`src/rtl/uart_tx_buffered.sv`:
```
// Buffered UART transmitter: a FIFO of outgoing words feeding a start/data/parity/stop
// serializer with a rounded integer baud divider.
module uart_tx_buffered #(
  parameter int CLK_SPEED  = 100_000_000,
  parameter int BAUDRATE   = 115200,
  parameter int DATA_BITS  = 8,
  parameter int PARITY     = 0,
  parameter int STOP_BITS  = 1,
  parameter int FIFO_DEPTH = 16
) (
  input  logic                          clk,
  input  logic                          reset,
  input  logic [DATA_BITS-1:0]          tx_data,
  input  logic                          tx_req,
  output logic                          fifo_full,
  output logic [$clog2(FIFO_DEPTH):0]   fifo_level,
  output logic                          tx_overflow,
  output logic                          tx_busy,
  output logic                          tx_done,
  output logic                          txd
);

  localparam int DIV   = (CLK_SPEED + BAUDRATE / 2) / BAUDRATE;
  localparam int DIV_W = (DIV > 1) ? $clog2(DIV) : 1;
  localparam int AW    = $clog2(FIFO_DEPTH);

  localparam logic [DIV_W-1:0] DIV_LAST  = DIV_W'(DIV - 1);
  localparam logic [2:0]       DATA_LAST = 3'(DATA_BITS - 1);
  localparam logic [2:0]       STOP_LAST = 3'(STOP_BITS - 1);
  localparam logic [AW:0]      FULL_CNT  = (AW + 1)'(FIFO_DEPTH);

  typedef enum logic [2:0] {IDLE, START, DATA, PAR, STOP} state_t;

  state_t               state, state_next;
  logic [DIV_W-1:0]     baud_cnt, baud_next;
  logic [2:0]           bit_cnt, bit_next;
  logic [DATA_BITS-1:0] shift, shift_next;
  logic                 par_bit, par_next;
  logic                 txd_next, done_next;
  logic                 pop, push, fifo_empty, baud_end;

  logic [DATA_BITS-1:0] mem [FIFO_DEPTH];
  logic [AW-1:0]        wr_ptr, rd_ptr;
  logic [AW:0]          count;
  logic [DATA_BITS-1:0] head;

  assign fifo_empty = (count == '0);
  assign fifo_full  = (count == FULL_CNT);
  assign fifo_level = count;
  assign push       = tx_req && !fifo_full;
  assign head       = mem[rd_ptr];
  assign baud_end   = (baud_cnt == DIV_LAST);
  assign tx_busy    = (state != IDLE);

  always_ff @(posedge clk) begin
    if (push) mem[wr_ptr] <= tx_data;
  end

  // A write seen while full is dropped even if the serializer pops in the same cycle.
  always_ff @(posedge clk or posedge reset) begin
    if (reset) begin
      wr_ptr      <= '0;
      rd_ptr      <= '0;
      count       <= '0;
      tx_overflow <= 1'b0;
    end else begin
      tx_overflow <= tx_req && fifo_full;
      if (push) wr_ptr <= wr_ptr + 1'b1;
      if (pop)  rd_ptr <= rd_ptr + 1'b1;
      case ({push, pop})
        2'b10:   count <= count + 1'b1;
        2'b01:   count <= count - 1'b1;
        default: count <= count;
      endcase
    end
  end

  always_ff @(posedge clk or posedge reset) begin
    if (reset) begin
      state    <= IDLE;
      baud_cnt <= '0;
      bit_cnt  <= '0;
      shift    <= '0;
      par_bit  <= 1'b0;
      txd      <= 1'b1;
      tx_done  <= 1'b0;
    end else begin
      state    <= state_next;
      baud_cnt <= baud_next;
      bit_cnt  <= bit_next;
      shift    <= shift_next;
      par_bit  <= par_next;
      txd      <= txd_next;
      tx_done  <= done_next;
    end
  end

  // txd is registered from the next-state decision so each level lasts exactly DIV cycles.
  always_comb begin
    state_next = state;
    baud_next  = baud_cnt;
    bit_next   = bit_cnt;
    shift_next = shift;
    par_next   = par_bit;
    txd_next   = txd;
    done_next  = 1'b0;
    pop        = 1'b0;
    if (state != IDLE) baud_next = baud_cnt + 1'b1;
    unique case (state)
      IDLE: begin
        txd_next = 1'b1;
        if (!fifo_empty) begin
          pop        = 1'b1;
          shift_next = head;
          par_next   = (^head) ^ (PARITY == 1);
          baud_next  = '0;
          txd_next   = 1'b0;
          state_next = START;
        end
      end
      START: begin
        if (baud_end) begin
          baud_next  = '0;
          bit_next   = '0;
          txd_next   = shift[0];
          state_next = DATA;
        end
      end
      DATA: begin
        if (baud_end) begin
          baud_next = '0;
          if (bit_cnt == DATA_LAST) begin
            bit_next = '0;
            if (PARITY != 0) begin
              txd_next   = par_bit;
              state_next = PAR;
            end else begin
              txd_next   = 1'b1;
              state_next = STOP;
            end
          end else begin
            bit_next   = bit_cnt + 1'b1;
            shift_next = shift >> 1;
            txd_next   = shift[1];
          end
        end
      end
      PAR: begin
        if (baud_end) begin
          baud_next  = '0;
          bit_next   = '0;
          txd_next   = 1'b1;
          state_next = STOP;
        end
      end
      STOP: begin
        if (baud_end) begin
          baud_next = '0;
          if (bit_cnt == STOP_LAST) begin
            bit_next   = '0;
            done_next  = 1'b1;
            txd_next   = 1'b1;
            state_next = IDLE;
          end else begin
            bit_next = bit_cnt + 1'b1;
          end
        end
      end
      default: state_next = IDLE;
    endcase
  end

endmodule

```
`config.mk`:
```
export PLATFORM = sky130hd
export DESIGN_NAME = uart_tx_buffered
export DESIGN_NICKNAME = d
export VERILOG_FILES = /design/src/rtl/uart_tx_buffered.sv
export SDC_FILE = /design/constraint.sdc
export NUM_CORES = 1
export LEC_CHECK = 0
export ABC_AREA = 1
export CAP_MARGIN = 5
export CORE_MARGIN = 8
export CORE_UTILIZATION = 35
export DETAILED_ROUTE_END_ITERATION = 16
export RECOVER_POWER = 100
export SLEW_MARGIN = 5
export SYNTH_ARGS = -nofsm -noshare
export SYNTH_HDL_FRONTEND = slang
export SYNTH_SLANG_ARGS = --single-unit
```
`constraint.sdc`:
```
create_clock -name clk -period 3.7 [get_ports clk]
set_clock_uncertainty 0.05 [all_clocks]
set_input_delay 0.74 -clock clk [delete_from_list [all_inputs] [get_ports clk]]
set_output_delay 0.74 -clock clk [all_outputs]
set_load 0.05 [all_outputs]
```
### After elaboration in Yosys (flattened, before gate mapping)

Memories as Yosys holds them, arrays and structs flattened.
Cells that the tools add are included.

| storage, ports and cells | value |
|---|---|
| flip-flop bits (word level) | 40 |
| memory bits (writable) | 128 |
| bits of input ports | 11 |
| output and inout bits | 10 |
| logic and storage cells | 90 |
| memories | 1 |

| operators by class | value |
|---|---|
| $add $sub $neg | 6 |
| eq/ne operators | 18 |
| mux-type cells | 38 |
| reductions and logical operators | 17 |

Memories:

| name | depth | width | read ports | clocked after Yosys merged registers in | write ports | RTL line | text |
|---|---|---|---|---|---|---|---|
| mem | 16 | 8 | 1 | 0 | 1 | 42 | `logic [DATA_BITS-1:0] mem [FIFO_DEPTH];` |

Operators with widths:

| operator | count |
|---|---|
| 3-bit two-way mux | 12 |
| 10-bit two-way mux | 3 |
| 8-bit two-way mux | 3 |
| 10-bit case mux with 2 select lines | 1 |
| 2-bit != test, second input constant | 8 |
| 8-bit case mux with 2 select lines | 1 |
| 3-bit case mux with 5 select lines | 1 |
| 1-bit two-way mux | 14 |
| 10-bit by 1-bit adder with 10-bit output, second input constant | 1 |
| 10-bit equality test, second input constant | 1 |
| 5-bit case mux with 2 select lines | 1 |
| 3-bit case mux with 3 select lines | 1 |
| 4-bit by 1-bit adder with 4-bit output, second input constant | 2 |
| 4-bit AND reduction | 2 |
| 7-bit AND reduction | 1 |
| 3-bit by 2-bit equality test with 1-bit output, second input constant | 2 |
| 3-bit equality test, second input constant | 2 |
| 3-bit logical NOT | 2 |
| 6-bit AND reduction | 1 |
| 3-bit nonzero test | 2 |
| 5-bit by 1-bit adder with 5-bit output, second input constant | 1 |
| 5-bit equality test, second input constant | 1 |
| 5-bit logical NOT | 1 |
| 1-bit case mux with 5 select lines | 1 |
| 12 further kinds | 14 |

### Logic depth before layout (Yosys ltp)

Gate-level depths: netlist of run 1.

| depth | value |
|---|---|
| word-level depth | 5 |
| gate-level depth with buffers | 15 |
| gate-level depth less buffers | 15 |

### Worst setup path before layout of run 1

No wires, ideal clock.

| path | value |
|---|---|
| path kind | register to register |
| start | register count[4] (netlist: fifo_level[4]) |
| end | register count[4] (netlist: fifo_level[4]) |
| setup time | 0.066 ns |
| arrival | 2.290 ns |
| data required time | 3.584 ns |
| slack | 1.293 ns |
| cell stages (with the launch flop) | 15 |
| buffers on the path | 0 |
| clock period less this slack | 2.407 ns |
| cell sequence | dfrtp_1 > inv_1 > nand4_1 > nand2_1 > inv_2 > ha_1 > xor2_1 > ha_1 > inv_1 > nand2_1 > nand3_1 > nand2_1 > xor2_1 > nand2_1 > nand2_1 |

| on the way | value |
|---|---|
| longest elaborated chain between the ends | 5 |
| elaborated cells between the ends (all ways) | 12 |
| those cells by class | 2 x add/sub; 3 x eq/ne; 3 x mux; 4 x reduce/logical |

RTL lines:

| what | RTL line | text |
|---|---|---|
| start: declaration | 44 | `logic [AW:0] count;` |
| start signal: assignment | 71 | `2'b10: count <= count + 1'b1;` |
| start signal: assignment | 72 | `2'b01: count <= count - 1'b1;` |
| start signal: assignment | 73 | `default: count <= count;` |
| 5-bit logical NOT (*) | 47 | `assign fifo_empty = (count == '0);` |
| 1-bit two-way mux (*) | 112 | `if (!fifo_empty) begin` |
| 1-bit two-way mux (*) | 109 | `unique case (state)` |
| net pop | 40 | `logic pop, push, fifo_empty, baud_end;` |
| 2-bit by 1-bit equality test with 1-bit output or 2-bit equality test (tied branches) | 70 | `case ({push, pop})` |
| 5-bit case mux with 2 select lines or 2-bit nonzero test (tied branches) | -- |  |

The timed path passes the listed nets; every way through them passes the cells marked *.
A chain may end at the register's enable or synchronous reset.

### Worst setup path in the final report of run 1

| path | value |
|---|---|
| start | register state[0] |
| end | output port tx_busy |

| on the way | value |
|---|---|
| longest elaborated chain between the ends | 1 |

RTL lines:

| what | RTL line | text |
|---|---|---|
| start: declaration | 34 | `state_t state, state_next;` |
| start signal: assignment | 88 | `state <= state_next;` |
| 3-bit nonzero test | 53 | `assign tx_busy = (state != IDLE);` |
| end: declaration | 18 | `output logic tx_busy,` |

No other way between the ends.

==> metrics.txt, run 1 <==
slew of the pin with the lowest slew margin 1.82 ns; post-CTS setup buffer count 0; post-detailed-route count of antenna-violating nets 0; die span in x 163 um; WL per Instance 16.3 um; count of clock tree sinks 168; # hold bufs at CTS 0; Period Utilization, post-route 80.6%; power density over the cells 558 nW/um^2; Remaining DRCs 0; most common cell after layout, fill and taps aside sky130_fd_sc_hd__nand2_1; Cell Rows 54; synthesized flop and latch total 168; dpl hpwl 11200 um; minimum setup slack among reg-to-reg paths 0.82 ns; violated checks max-capacitance violations, max-slew violations; # port buffers 20; largest net degree at the start of global routing 74; DRT Wirelength 17300 um; leading cell types in the layout, fill and taps excluded 221 x sky130_fd_sc_hd__nand2_1, 128 x sky130_fd_sc_hd__edfxtp_1, 77 x sky130_fd_sc_hd__nand3_1, 77 x sky130_fd_sc_hd__nor2_1, 67 x sky130_fd_sc_hd__inv_1; worst endpoint required time 2.91 ns; final number of max-transition violations 59; reg2reg end fifo_level[4]; worst endpoint data arrival time 2.19 ns; Hold Violations, Final 0; kind of end point of the critical path output port; TritonCTS clock tree yes; register clock-pin slew on the reported worst setup and hold paths 0.06 ns; final setup violation count 0; violation count after the first detailed-routing iteration 316; post-synth design cell area 7570 um^2; Reg2Reg Launch Point state[0]; maximum operating frequency 335 MHz; grt total ovfl 0; final RePlAce weighted congestion 0.811; number of instances in the synthesized netlist 751; synthesis-to-finish area growth 14.1%; number of global-route vias before repair 5096; placed cells 1031; number of buffers created by CTS 17; Slew headroom -21.4%; number of iterations in the first detailed-routing pass 5; Global Route Usage Sum 13.6%; capture point of the worst path tx_busy; Syn Nets 775; final standard cell count with taps included and fillers excluded 1062; H-tree levels 4; Worst Hold Class reg2reg; total via count in the routed design 5089; logic depth of the worst register-to-register path 15; clock root buffer sky130_fd_sc_hd__clkbuf_16; via/cell ratio 4.79; sequential cell area fraction in the yosys report 64.0%; number of maximum-capacitance constraint violations 1; unrepaired setup endpoints after global routing false; Syn. warnings 0; Antenna diodes 0; Die Span Y 163 um; core box area 21600 um^2; clock latency on the worst-skew pair 0.43 ns; static power due to leakage 3.56 nW; Filler Cells Inserted 2073; number of top-level design ports 21; global-route wire length before repair 27700 um; largest voltage drop on the vdd net 318 uV; Crit Path Class reg2out; number of antenna violations at the first check in global routing 0; setup TNS 0 ns; count of instances resized after the clock tree is built 0; kind of launch point of the worst setup path flop; Initial Util 35.1%; total die area 26600 um^2; mean area per synthesized cell 10.1 um^2; Critical Path Source state[0]; Clock Path Buffers 2; Layout Nets 794; fraction of layout cells with a size suffix above 1 6.39%; final critical delay including setup and external delays 2.98 ns; Yosys cell types 32; biggest fanout along the worst timing path 9; run status complete, but fails checks
[area by class of cell]
class,instances,area (um^2),share of cell area (%)
sequential,168,4850,56.1
tap,280,350,4.06
inverter,74,279,3.23
clock buffer,17,425,4.93
clock inverter,14,220,2.55
multi-input combinational,486,2300,26.6
timing repair buffer,23,219,2.54
[power breakdown]
part	switching, W	internal, W	leakage [nW]	total [W]
sequential	0.0000792	0.00223	1.66	0.00230
clock	0.000728	0.00120	0.304	0.00193
combinational	0.000431	0.000153	1.60	0.000585
[metrics by stage]
stage	hold WS, ns	util [%]	setup slack [ns]	cell area, um^2	total power [W]
2_1_floorplan	0.400	-	1.29	7570	0.00272
3_3_place_gp	0.415	37.2	0.902	8030	0.00294
3_5_place_dp	0.417	37.2	0.852	8030	0.00295
4_1_cts	0.433	40.2	0.706	8670	0.00488
5_1_grt	0.451	40.1	0.506	8640	0.00501
6_report	0.435	40.1	0.719	8640	0.00482
[cells in the mapped netlist]
library cell	count	area [um^2]
sky130_fd_sc_hd__inv_2	6	22.5
sky130_fd_sc_hd__nor3_1	3	15.0
sky130_fd_sc_hd__inv_1	65	244
sky130_fd_sc_hd__o211ai_1	7	52.6
sky130_fd_sc_hd__o21bai_1	1	7.51
sky130_fd_sc_hd__nand2_1	219	822
sky130_fd_sc_hd__nand2_2	6	37.5
sky130_fd_sc_hd__nor2_4	2	22.5
sky130_fd_sc_hd__nor2_2	7	43.8
sky130_fd_sc_hd__dfrtp_1	39	976
sky130_fd_sc_hd__nor2_1	74	278
sky130_fd_sc_hd__a21oi_1	13	65.1
sky130_fd_sc_hd__o21ai_1	5	25.0
sky130_fd_sc_hd__edfxtp_1	128	3840
sky130_fd_sc_hd__nand3_4	2	35.0
sky130_fd_sc_hd__o21ai_0	33	165
sky130_fd_sc_hd__buf_2	11	55.1
sky130_fd_sc_hd__xor2_1	14	123
sky130_fd_sc_hd__buf_6	1	11.3
sky130_fd_sc_hd__clkbuf_1	7	26.3
sky130_fd_sc_hd__nand4_1	4	25.0
sky130_fd_sc_hd__nand2_8	1	20.0
sky130_fd_sc_hd__xnor2_1	3	26.3
sky130_fd_sc_hd__nand3_1	76	380
sky130_fd_sc_hd__buf_1	1	3.75
sky130_fd_sc_hd__buf_4	3	22.5
sky130_fd_sc_hd__inv_4	1	6.26
sky130_fd_sc_hd__a21boi_0	1	7.51
sky130_fd_sc_hd__dfstp_2	1	26.3
sky130_fd_sc_hd__ha_1	13	163
sky130_fd_sc_hd__clkinv_1	2	7.51
sky130_fd_sc_hd__o22ai_1	2	12.5
[critical path, stage by stage (launching register included)]
cell	delay, ns
sky130_fd_sc_hd__dfrtp_1	0.45
sky130_fd_sc_hd__nor2_1	0.39
sky130_fd_sc_hd__nand2_8	0.12
sky130_fd_sc_hd__dlygate4sd3_1	0.80
[worst min-delay path by stage]
stage,end,depth (start not counted),slack (ns),from
after floorplan,shift[7],2,0.40,shift[7]
after global placement,txd,2,0.42,txd
after detailed placement,shift[6],2,0.42,shift[6]
after CTS,txd,2,0.43,txd
after global routing,shift[2],2,0.45,shift[2]
final,shift[5],2,0.44,shift[5]
[metal layers]
layer  wire (um)  global-route usage (%)  up-vias
met5           0                       0        -
met3         701                    2.90       29
met4         442                    5.38        0
li1            -                       -     2515
met1        7850                    17.6     2422
met2        8300                    21.9      123
[registers in the layout, summed over array words and instances (netlist names)]
register     cells
baud_cnt        10
bit_cnt          3
fifo_level       5
mem            128
rd_ptr           4
shift            8
state            3
tx_done          1
tx_overflow      1
txd              1
wr_ptr           4
[kinds of logic after synthesis]
family	share of synthesized area [%]
adder cells (fa/ha/maj)	2.15
XOR/XNOR	1.97
buffers and inverters	5.27
flip-flops	64.0
AO/OA/AOI/OAI	4.43
AND/OR/NAND/NOR	22.2
(Power assumes the default switching activity.)
==> inputs of run 2 (changes only) <==
- clock period: 3.7 -> 3.05 ns (I/O delays scaled with it)
==> metrics.txt, run 2 (same netlist as run 1, synthesis figures left out) <==
Initial Util 35.1%; largest voltage drop on the vdd net 350 uV; final standard cell count with taps included and fillers excluded 1080; end of the worst hold path shift[2]; # hold bufs at CTS 0; violated checks max-capacitance violations, max-slew violations; static power due to leakage 3.55 nW; buffer and inverter count on the worst path 1; Slew headroom -3.48%; total via count in the routed design 5090; post-CTS setup buffer count 0; power density over the cells 641 nW/um^2; worst endpoint data arrival time 2.22 ns; worst endpoint required time 2.39 ns; H-tree levels 4; part of the total power dissipated in sequential elements 50.3%; biggest fanout along the worst timing path 9; Net Sw Power 0.00151 W; Crit Path Class reg2out; maximum operating frequency 347 MHz; total die area 26600 um^2; WL per Instance 15.4 um; post-detailed-route count of antenna-violating nets 0; unrepaired setup endpoints after global routing false; Remaining DRCs 0; leading cell types in the layout, fill and taps excluded 220 x sky130_fd_sc_hd__nand2_1, 128 x sky130_fd_sc_hd__edfxtp_1, 77 x sky130_fd_sc_hd__nor2_1, 76 x sky130_fd_sc_hd__nand3_1, 65 x sky130_fd_sc_hd__inv_1; final setup violation count 0; final number of max-transition violations 74; Reg2Reg Launch Point state[0]; slew of the pin with the lowest slew margin 1.55 ns; dpl hpwl 10900 um; most common cell after layout, fill and taps aside sky130_fd_sc_hd__nand2_1; Antenna diodes 0; total power after layout 0.00554 W; part of the total power dissipated in combinational logic 13.2%; number of maximum-capacitance constraint violations 1; number of top-level design ports 21; Layout Nets 811; largest net degree at the start of global routing 74; cells along the critical path nor2_1 -> nand2_8 -> dlygate4sd3_1; # port buffers 20; run status complete, but fails checks; grt total ovfl 0; Switching Share 27.3%; Cell Rows 54; Hold Violations, Final 0; internal power component 0.00403 W; worst hold slack 0.431 ns; violation count after the first detailed-routing iteration 536; count of clock tree sinks 168; clock share of power 36.6%; number of antenna violations at the first check in global routing 0; count of instances resized after the clock tree is built 0; minimum setup slack among reg-to-reg paths 0.37 ns; top cell family by delay on the critical path buffers and inverters; reg2reg end fifo_level[4]; slowest stage delay, CP 0.80 ns; clock latency on the worst-skew pair 0.43 ns; core box area 21600 um^2; placed cells 1048; number of global-route vias before repair 4912; TritonCTS clock tree yes; register clock-pin slew on the reported worst setup and hold paths 0.07 ns; setup TNS 0 ns; flip-flop count of the largest register after layout 128; logic depth of the worst register-to-register path 15; DRT Wirelength 16700 um; clock root buffer sky130_fd_sc_hd__clkbuf_16; fraction of layout cells with a size suffix above 1 7.12%; Period Utilization, post-route 94.4%; Clock Path Buffers 2; Die Span Y 163 um; Global Route Usage Sum 13.3%; highest-delay cell along the critical path sky130_fd_sc_hd__dlygate4sd3_1; number of buffers created by CTS 17; origin of the worst min-delay path shift[2]; final RePlAce weighted congestion 0.809; via/cell ratio 4.71; die span in x 163 um; Worst Hold Class reg2reg; Top Registers mem: 128 flops, baud_cnt: 10 flops, shift: 8 flops; number of iterations in the first detailed-routing pass 5; synthesis-to-finish area growth 14.2%; register ranked first by flip-flop count mem; global-route wire length before repair 27100 um; kind of launch point of the worst setup path flop; kind of end point of the critical path output port; final critical delay including setup and external delays 2.88 ns; cell depth of the worst min-delay path 2
run 2: metal layers:
| metal | GRT usage, % | part of all wire [%] |
|---|---|---|
| met1 | 17.6 | 47 |
| met2 | 21.3 | 48 |
| met5 | 0 | 0 |
| met4 | 4.46 | 1.5 |
| met3 | 3.02 | 3.7 |
run 2: area by class of cell:
cell class | instances | area (um^2)
Fill cell | 2078 | 12900
Clock inverter | 13 | 120
Sequential cell | 168 | 4850
Clock buffer | 19 | 433
Tap cell | 280 | 350
Timing Repair Buffer | 40 | 305
Inverter | 74 | 280
Multi-Input combinational cell | 486 | 2310
run 2: worst max path at each step:
stage / slack (ns) / cells past startpoint / startpoint / to
6_report: 0.17 / 3 / state[0] / tx_busy
2_1_floorplan: 0.64 / 14 / fifo_level[4] / fifo_level[4]
5_1_grt: 0.04 / 15 / state[0] / fifo_level[4]
3_5_place_dp: 0.50 / 12 / tx_req / fifo_level[4]
3_3_place_gp: 0.53 / 12 / tx_req / fifo_level[4]
4_1_cts: 0.18 / 6 / fifo_level[0] / fifo_full
run 2: power groups by stage:
stage                     sequential [W]  combinational, W  clock, W
after detailed placement         0.00283          0.000777         0
final                            0.00279          0.000730   0.00203
after floorplan                  0.00292          0.000379         0
after global routing             0.00281          0.000809   0.00216
after global placement           0.00283          0.000771         0
after CTS                        0.00279          0.000781   0.00206
run 2: metrics by stage:
stage | utilization, % | worst slack (ns) | instance area [um^2]
after global routing | 40.1 | 0.0449 | 8650
after global placement | 37.9 | 0.532 | 8170
after CTS | 40.5 | 0.175 | 8720
after detailed placement | 37.9 | 0.498 | 8170
after floorplan | - | 0.643 | 7570
final | 40.1 | 0.172 | 8650
run 2: tightest hold or removal path: cells and delay by family (launching register included):
family	cells	cell delay [ns]
DFF	1	0.34
and+or+nand+nor	2	0.11
